===== config.mk =====
export PLATFORM = sky130hd
export DESIGN_NAME = sample_feed_tx
export DESIGN_NICKNAME = d
export VERILOG_FILES = /design/src/rtl/sample_feed_tx_pkg.sv /design/src/rtl/sample_feed_tx_clk_gen.sv /design/src/rtl/sample_feed_tx.sv
export SDC_FILE = /design/constraint.sdc
export NUM_CORES = 1
export LEC_CHECK = 0
export ABC_AREA = 1
export CAP_MARGIN = 20
export CORE_MARGIN = 5
export CORE_UTILIZATION = 25
export CTS_CLUSTER_SIZE = 40
export DETAILED_ROUTE_END_ITERATION = 7
export GPL_TIMING_DRIVEN = 0
export PLACE_DENSITY = 0.42
export SKIP_LAST_GASP = 1
export SYNTH_ARGS = -nofsm -noshare
export SYNTH_HDL_FRONTEND = slang
export SYNTH_SLANG_ARGS = --single-unit

===== constraint.sdc =====
create_clock -name clk -period 9 [get_ports clk]
set_input_delay 2.25 -clock clk [delete_from_list [all_inputs] [get_ports clk]]
set_output_delay 2.25 -clock clk [all_outputs]
set_load 0.03 [all_outputs]

===== src/rtl/sample_feed_tx_pkg.sv =====
`default_nettype none
// ============================================================================
// Module      : sample_feed_tx_pkg
// Description : Shared definitions for the gps_data sample-feed bus.
//               Holds the gps_data bit positions (also used by the tracking
//               channel top) and the transmitter FSM state encoding.
// Revision    : 1.0 - initial release
// ============================================================================
package sample_feed_tx_pkg;

    // gps_data bit positions
    localparam int GPS_DATA_LSB      = 0;
    localparam int GPS_DATA_MSB      = 2;
    localparam int GPS_CLK_SAMPLE    = 3;
    localparam int GPS_FEED_COMPLETE = 6;
    localparam int GPS_RESET         = 7;

    typedef enum logic [1:0] {
        ST_IDLE = 2'd0,
        ST_RST  = 2'd1,
        ST_FEED = 2'd2,
        ST_DONE = 2'd3
    } feed_state_t;

endpackage
`default_nettype wire


===== src/rtl/sample_feed_tx_clk_gen.sv =====
`default_nettype none
// ============================================================================
// Module      : sample_clk_gen
// Description : clk_sample generator. Counts half_period system clocks per
//               phase and toggles the sample clock level.
// Ports       : clk, reset      - system clock, async active-high reset
//               enable          - run the divider; low forces level 0
//               half_period     - latched half period (never 0)
//               hold_low        - stall: keep level low, restart phase count
//               clk_sample      - registered sample clock level
//               fall / rise     - strobes: level changes at this clk edge
// Revision    : 1.0 - initial release
// ============================================================================
module sample_clk_gen
    import sample_feed_tx_pkg::*;
#(
    parameter int DIV_WIDTH = 16
) (
    input  logic                 clk,
    input  logic                 reset,
    input  logic                 enable,
    input  logic [DIV_WIDTH-1:0] half_period,
    input  logic                 hold_low,
    output logic                 clk_sample,
    output logic                 fall,
    output logic                 rise
);

    logic [DIV_WIDTH-1:0] count;
    logic                 terminal;

    // Compares against the latched half period, so the counter never wraps.
    assign terminal = (count == (half_period - DIV_WIDTH'(1)));
    assign rise     = enable && !hold_low && !clk_sample && terminal;
    assign fall     = enable && clk_sample && terminal;

    always_ff @(posedge clk or posedge reset) begin
        if (reset) begin
            count      <= '0;
            clk_sample <= 1'b0;
        end else if (!enable || hold_low) begin
            // Holding the count at zero makes the low phase restart from
            // the cycle a stalled sample is finally accepted.
            count      <= '0;
            clk_sample <= 1'b0;
        end else if (terminal) begin
            count      <= '0;
            clk_sample <= ~clk_sample;
        end else begin
            count      <= count + DIV_WIDTH'(1);
        end
    end

endmodule
`default_nettype wire


===== src/rtl/sample_feed_tx.sv =====
`default_nettype none
// ============================================================================
// Module      : sample_feed_tx
// Description : Sample-feed transmitter. Pulls 3-bit samples from a
//               valid/ready source and drives them onto gps_data with a
//               generated clk_sample, a leading reset interval and a
//               trailing feed_complete flag.
// Ports       : clk, reset                 - clock, async active-high reset
//               start, abort               - single-cycle run control
//               half_period, num_samples   - run setup, latched on start
//               sample_valid/data/ready    - sample source handshake
//               gps_data                   - {reset, feed_complete, 00,
//                                             clk_sample, data[2:0]}
//               busy, underrun             - status
// Revision    : 1.0 - initial release
// ============================================================================
module sample_feed_tx
    import sample_feed_tx_pkg::*;
#(
    parameter int DIV_WIDTH     = 16,
    parameter int LEN_WIDTH     = 24,
    parameter int RESET_PERIODS = 4
) (
    input  logic                 clk,
    input  logic                 reset,
    input  logic                 start,
    input  logic                 abort,
    input  logic [DIV_WIDTH-1:0] half_period,
    input  logic [LEN_WIDTH-1:0] num_samples,
    input  logic                 sample_valid,
    input  logic [2:0]           sample_data,
    output logic                 sample_ready,
    output logic [7:0]           gps_data,
    output logic                 busy,
    output logic                 underrun
);

    localparam int PER_WIDTH = $clog2(RESET_PERIODS + 1);

    feed_state_t            state, state_d;
    logic [DIV_WIDTH-1:0]   half_q, half_d;
    logic [LEN_WIDTH-1:0]   num_q, num_d;
    logic [LEN_WIDTH-1:0]   sample_cnt, sample_cnt_d;
    logic [PER_WIDTH-1:0]   period_cnt, period_cnt_d;
    logic                   stalled, stalled_d;
    logic [2:0]             data_q, data_d;
    logic                   rst_q, rst_d;
    logic                   done_q, done_d;
    logic                   ready_d;
    logic                   underrun_d;
    logic                   fetch;

    logic                   gen_enable;
    logic                   gen_clk;
    logic                   gen_fall;
    logic                   gen_rise;

    // Abort is folded into the enable so clk_sample is already low in the
    // cycle after the abort.
    assign gen_enable = ((state == ST_RST) || (state == ST_FEED)) && !abort;

    sample_clk_gen #(
        .DIV_WIDTH (DIV_WIDTH)
    ) u_clk_gen (
        .clk         (clk),
        .reset       (reset),
        .enable      (gen_enable),
        .half_period (half_q),
        .hold_low    (stalled),
        .clk_sample  (gen_clk),
        .fall        (gen_fall),
        .rise        (gen_rise)
    );

    always_comb begin
        state_d      = state;
        half_d       = half_q;
        num_d        = num_q;
        sample_cnt_d = sample_cnt;
        period_cnt_d = period_cnt;
        stalled_d    = stalled;
        data_d       = data_q;
        rst_d        = rst_q;
        done_d       = done_q;
        ready_d      = 1'b0;
        underrun_d   = underrun;
        fetch        = 1'b0;

        if (abort) begin
            state_d   = ST_IDLE;
            stalled_d = 1'b0;
            data_d    = 3'd0;
            rst_d     = 1'b0;
            done_d    = 1'b0;
        end else begin
            case (state)
                ST_IDLE, ST_DONE: begin
                    if (start) begin
                        state_d      = ST_RST;
                        half_d       = (half_period == '0) ? DIV_WIDTH'(1) : half_period;
                        num_d        = num_samples;
                        sample_cnt_d = '0;
                        period_cnt_d = '0;
                        stalled_d    = 1'b0;
                        data_d       = 3'd0;
                        rst_d        = 1'b1;
                        done_d       = 1'b0;
                        underrun_d   = 1'b0;
                    end
                end
                ST_RST: begin
                    // A period counts as complete at its rise; the interval
                    // ends on the fall that closes the last one.
                    if (gen_rise) begin
                        period_cnt_d = period_cnt + PER_WIDTH'(1);
                    end
                    if (gen_fall && (period_cnt == PER_WIDTH'(RESET_PERIODS))) begin
                        rst_d = 1'b0;
                        if (num_q == '0) begin
                            state_d = ST_DONE;
                            done_d  = 1'b1;
                        end else begin
                            state_d = ST_FEED;
                            fetch   = 1'b1;
                        end
                    end
                end
                ST_FEED: begin
                    if (stalled) begin
                        fetch = 1'b1;
                    end else if (gen_fall) begin
                        if (sample_cnt == num_q) begin
                            state_d = ST_DONE;
                            done_d  = 1'b1;
                            data_d  = 3'd0;
                        end else begin
                            fetch = 1'b1;
                        end
                    end
                end
                default: begin
                    state_d = ST_IDLE;
                end
            endcase
        end

        // Start of a low phase: take the next sample or stall until one
        // is offered.
        if (fetch) begin
            if (sample_valid) begin
                ready_d      = 1'b1;
                data_d       = sample_data;
                sample_cnt_d = sample_cnt + LEN_WIDTH'(1);
                stalled_d    = 1'b0;
            end else begin
                stalled_d    = 1'b1;
                underrun_d   = 1'b1;
            end
        end
    end

    always_ff @(posedge clk or posedge reset) begin
        if (reset) begin
            state        <= ST_IDLE;
            half_q       <= '0;
            num_q        <= '0;
            sample_cnt   <= '0;
            period_cnt   <= '0;
            stalled      <= 1'b0;
            data_q       <= 3'd0;
            rst_q        <= 1'b0;
            done_q       <= 1'b0;
            sample_ready <= 1'b0;
            busy         <= 1'b0;
            underrun     <= 1'b0;
        end else begin
            state        <= state_d;
            half_q       <= half_d;
            num_q        <= num_d;
            sample_cnt   <= sample_cnt_d;
            period_cnt   <= period_cnt_d;
            stalled      <= stalled_d;
            data_q       <= data_d;
            rst_q        <= rst_d;
            done_q       <= done_d;
            sample_ready <= ready_d;
            busy         <= (state_d == ST_RST) || (state_d == ST_FEED);
            underrun     <= underrun_d;
        end
    end

    always_comb begin
        gps_data                                = 8'h00;
        gps_data[GPS_DATA_MSB:GPS_DATA_LSB]     = data_q;
        gps_data[GPS_CLK_SAMPLE]                = gen_clk;
        gps_data[GPS_FEED_COMPLETE]             = done_q;
        gps_data[GPS_RESET]                     = rst_q;
    end

endmodule
`default_nettype wire


==> metrics.md <==
| Metric | Value |
|---|---|
| Status | `finished clean` |
| Largest net degree at the start of global routing | `67` |
| Die area | `0.0269 mm²` |
| Ys Warns | `0` |
| RSZ-0062 raised after global routing | `no` |
| Synthesis-to-layout area growth | `22.0%` |
| Post-route cell area | `0.00722 mm²` |
| Overall Power | `between 1.5 and 2 mW` |
| Crit path launch type | `primary input` |
| Post-detail-place hpwl | `between 10000 and 15000 µm` |
| Wire length per cell | `between 10 and 15 µm` |
| Worst endpoint required time | `between 9 and 10 ns` |
| Final ANT Viol Nets | `0` |
| Min Tclk post-route | `4.19 ns` |
| Setup WS post-layout | `between 4 and 5 ns` |
| CTS tree | `yes` |
| Drt drc | `0` |
| Final setup TNS | `0 ns` |
| Via density | `4.41` |
| CP bufs+invs | `5` |
| Placed Instance Area | `0.00691 mm²` |
| CTS root buffer | `clkbuf_16` |
| Final period utilization | `0.466` |
| Mapped Cells | `845` |
| Top_reg_cell synth | `dfrtp_1` |
| Largest area contributor in the netlist | `dfrtp_1` |
| Vias in the first global route | `5567` |
| Post-synth EDFFs | `0` |
| Total congestion overflow | `0` |
| Overall via count from detail_route | `5461` |
| CTS resizes | `0` |
| Clock Sinks | `95` |
| CP Capture Type | `register` |
| Max layer used | `met4` |
| Largest delay share family, worst path | `buffers and inverters` |
| CTS Buffer Depth | `2` |
| Distinct cell type count after synthesis | `37` |
| Largest fanout on the critical path | `10` |
| Worst path slowest cell | `clkdlybuf4s50_1` |
| Register area share after synthesis | `0.402` |
| Setup Skew | `between 0.007 and 0.008 ns` |
| WL met2 | `8810 µm` |
| Clock Latency Late Sink | `0.35 ns` |
| Dpl ws | `4.39 ns` |
| Crit path DAT | `4.42 ns` |
| VDD IR max | `approximately 0.088 mV` |
| Slew @ Worst Pin | `0.644 ns` |
| Die height | `164 µm` |
| Reg2reg setup slack | `between 6 and 7 ns` |
| Yosys top cell area share | `0.402` |
| Synthesized area per cell | `approximately 7 µm²` |
| Leak Pwr | `3.15 nW` |
| Pwr dens | `228 mW/mm²` |
| Starting Density | `0.253` |
| Hold Violations, Final | `0` |
| Mapped cell area | `a little under 0.006 mm²` |
| First-pass GRT wire length | `29000 µm` |
| Max-slew violations | `0` |
| Clock slew at reported path FFs | `~0.070 ns` |
| Total GRT Usage | `0.136` |
| FF+latch count, synth | `95` |
| Met3 wire len | `497 µm` |
| Fmax | `approximately 0.24 GHz` |
| CTS H-tree depth | `3` |
| Port bufs | `55` |
| Initial DRC Count | `229` |
| Cell with the most instances after synthesis | `nand2_1` |
| CP cell instances | `clkdlybuf4s50_1, inv_1, nor3_1, buf_4, inv_1, nor2_1, clkbuf_1, o22ai_1, nand3_1, o21ai_0` |
| FFs w/ async S/R, synth | `1.00` |
| Critical path's most frequent cell | `inv_1` |
| Max cap viols | `0` |
| Layout cells sized above 1 | `0.0566` |
| DRT met1 WL | `7980 µm` |
| DR pass1 iterations | `5` |
| Main area contributors after synthesis | `dfrtp_1 (40%), nand2_1 (17%), inv_1 (6.1%), nand3_1 (5.4%), o21ai_0 (5.0%)` |
| Post-CTS Hold Fix Bufs | `0` |
| Critical path's largest stage delay | `0.52 ns` |
| Initial antenna violation count | `0` |
| Top-level port count | `59` |
| # setup viols final | `0` |
| Hold crit path type | `reg2reg` |
| CORE AREA | `0.0234 mm²` |
| Crit path kind | `in2reg` |
| RD Place Congestion | `0.806` |
| Post-synth top cells | `nand2_1 (270), inv_1 (97), dfrtp_1 (95)` |
| Post-CTS setup buffers | `0` |
| Die width | `between 150 and 200 µm` |
| Nets@finish | `970` |
| Slew HR | `0.571` |
| N_diodes | `0` |
| CTS buffer count | `9` |
| Final Routed Wirelength | `17400 µm` |
| Site row count | `between 50 and 60` |
routing by layer:
metal  up-vias  GRT usage
met4         0     0.0263
met1      2552      0.172
met3         8     0.0253
li1       2831          -
met5         -          0
met2        70      0.243
cell usage in the layout, fill, tap and decap left out, types with 4 or more instances in the layout:
cell,count
nor4_1,11
or2_2,4
nand2_1,270
ha_1,8
o22ai_1,9
clkbuf_1,19
inv_1,96
xor2_1,9
xnor2_1,27
nand4_1,21
buf_4,6
clkdlybuf4s50_1,55
o21ai_0,59
buf_2,4
dfrtp_1,95
nor2_4,4
clkbuf_16,9
nor2_1,76
nand3_1,64
nand3_2,6
nand3b_1,4
nor3_1,14
a21oi_1,14
worst paths after layout:
check,from,endpoint,cells past startpoint
setup / recovery,start,sample_cnt[14]$_DFF_PP0_,10
hold / removal,u_clk_gen.count[15]$_DFF_PP0_,u_clk_gen.count[15]$_DFF_PP0_,1
setup reg to reg,half_q[0]$_DFFE_PP0P_,u_clk_gen.count[13]$_DFF_PP0_,14
hold reg to reg,u_clk_gen.count[15]$_DFF_PP0_,u_clk_gen.count[15]$_DFF_PP0_,1
max in group asynchronous,reset,done_q$_DFFE_PP0P_,3
min in group asynchronous,reset,num_q[6]$_DFFE_PP0P_,2
where the power goes:
group	switching (mW)	internal, mW	total, mW
combinational	0.368	0.233	0.600
sequential	0.104	0.528	0.632
clock	0.179	0.232	0.412
total	0.651	0.993	1.64
stage by stage:
stage	hold WS, ns	std cells	utilization
2_1_floorplan	0.454	846	-
3_3_place_gp	0.482	1220	0.294
3_5_place_dp	0.481	1222	0.295
4_1_cts	0.491	1238	0.309
5_1_grt	0.530	1238	0.309
6_report	0.483	1238	0.309
registers in the layout, indices dropped and copies added, names as in the netlist, 2 cells and up:
signal and count:
num_q 24, sample_cnt 24, half_q 16, u_clk_gen.count 16
data_q 3, period_cnt 3, state 2
worst register-to-register path, stage by stage, from the launching register on:
cell,delay (ns)
dfrtp_1,0.43
inv_2,0.14
ha_1,0.22
nand3_2,0.16
nor2_4,0.20
nand3_1,0.12
nand2_1,0.09
inv_1,0.04
nand2_1,0.05
nor2_1,0.03
nand2_1,0.12
nor2_4,0.06
nor2_1,0.42
clkinv_1,0.44
nor3b_1,0.28
cells by family after synthesis:
family                     after synthesis  share of synthesized area
xor gates and xnor gates                36                     0.0533
other                                    1                   0.000633
AOI/OAI and AO/OA                       89                     0.0799
DFF                                     95                      0.402
and+or+nand+nor                        484                      0.358
adders and majority gates                8                     0.0169
buffers and inverters                  132                     0.0902
layout make-up:
class | count | area (µm²)
plain buffers | 29 | 148
clock buffers | 12 | 256
clock inverters | 4 | 52.6
fillers | 2631 | 16200
inverters | 103 | 389
multi-input cells | 619 | 3010
flip-flops and latches | 95 | 2380
well taps | 319 | 399
repair buffers | 57 | 586
Power figures use the tool's default switching activity.
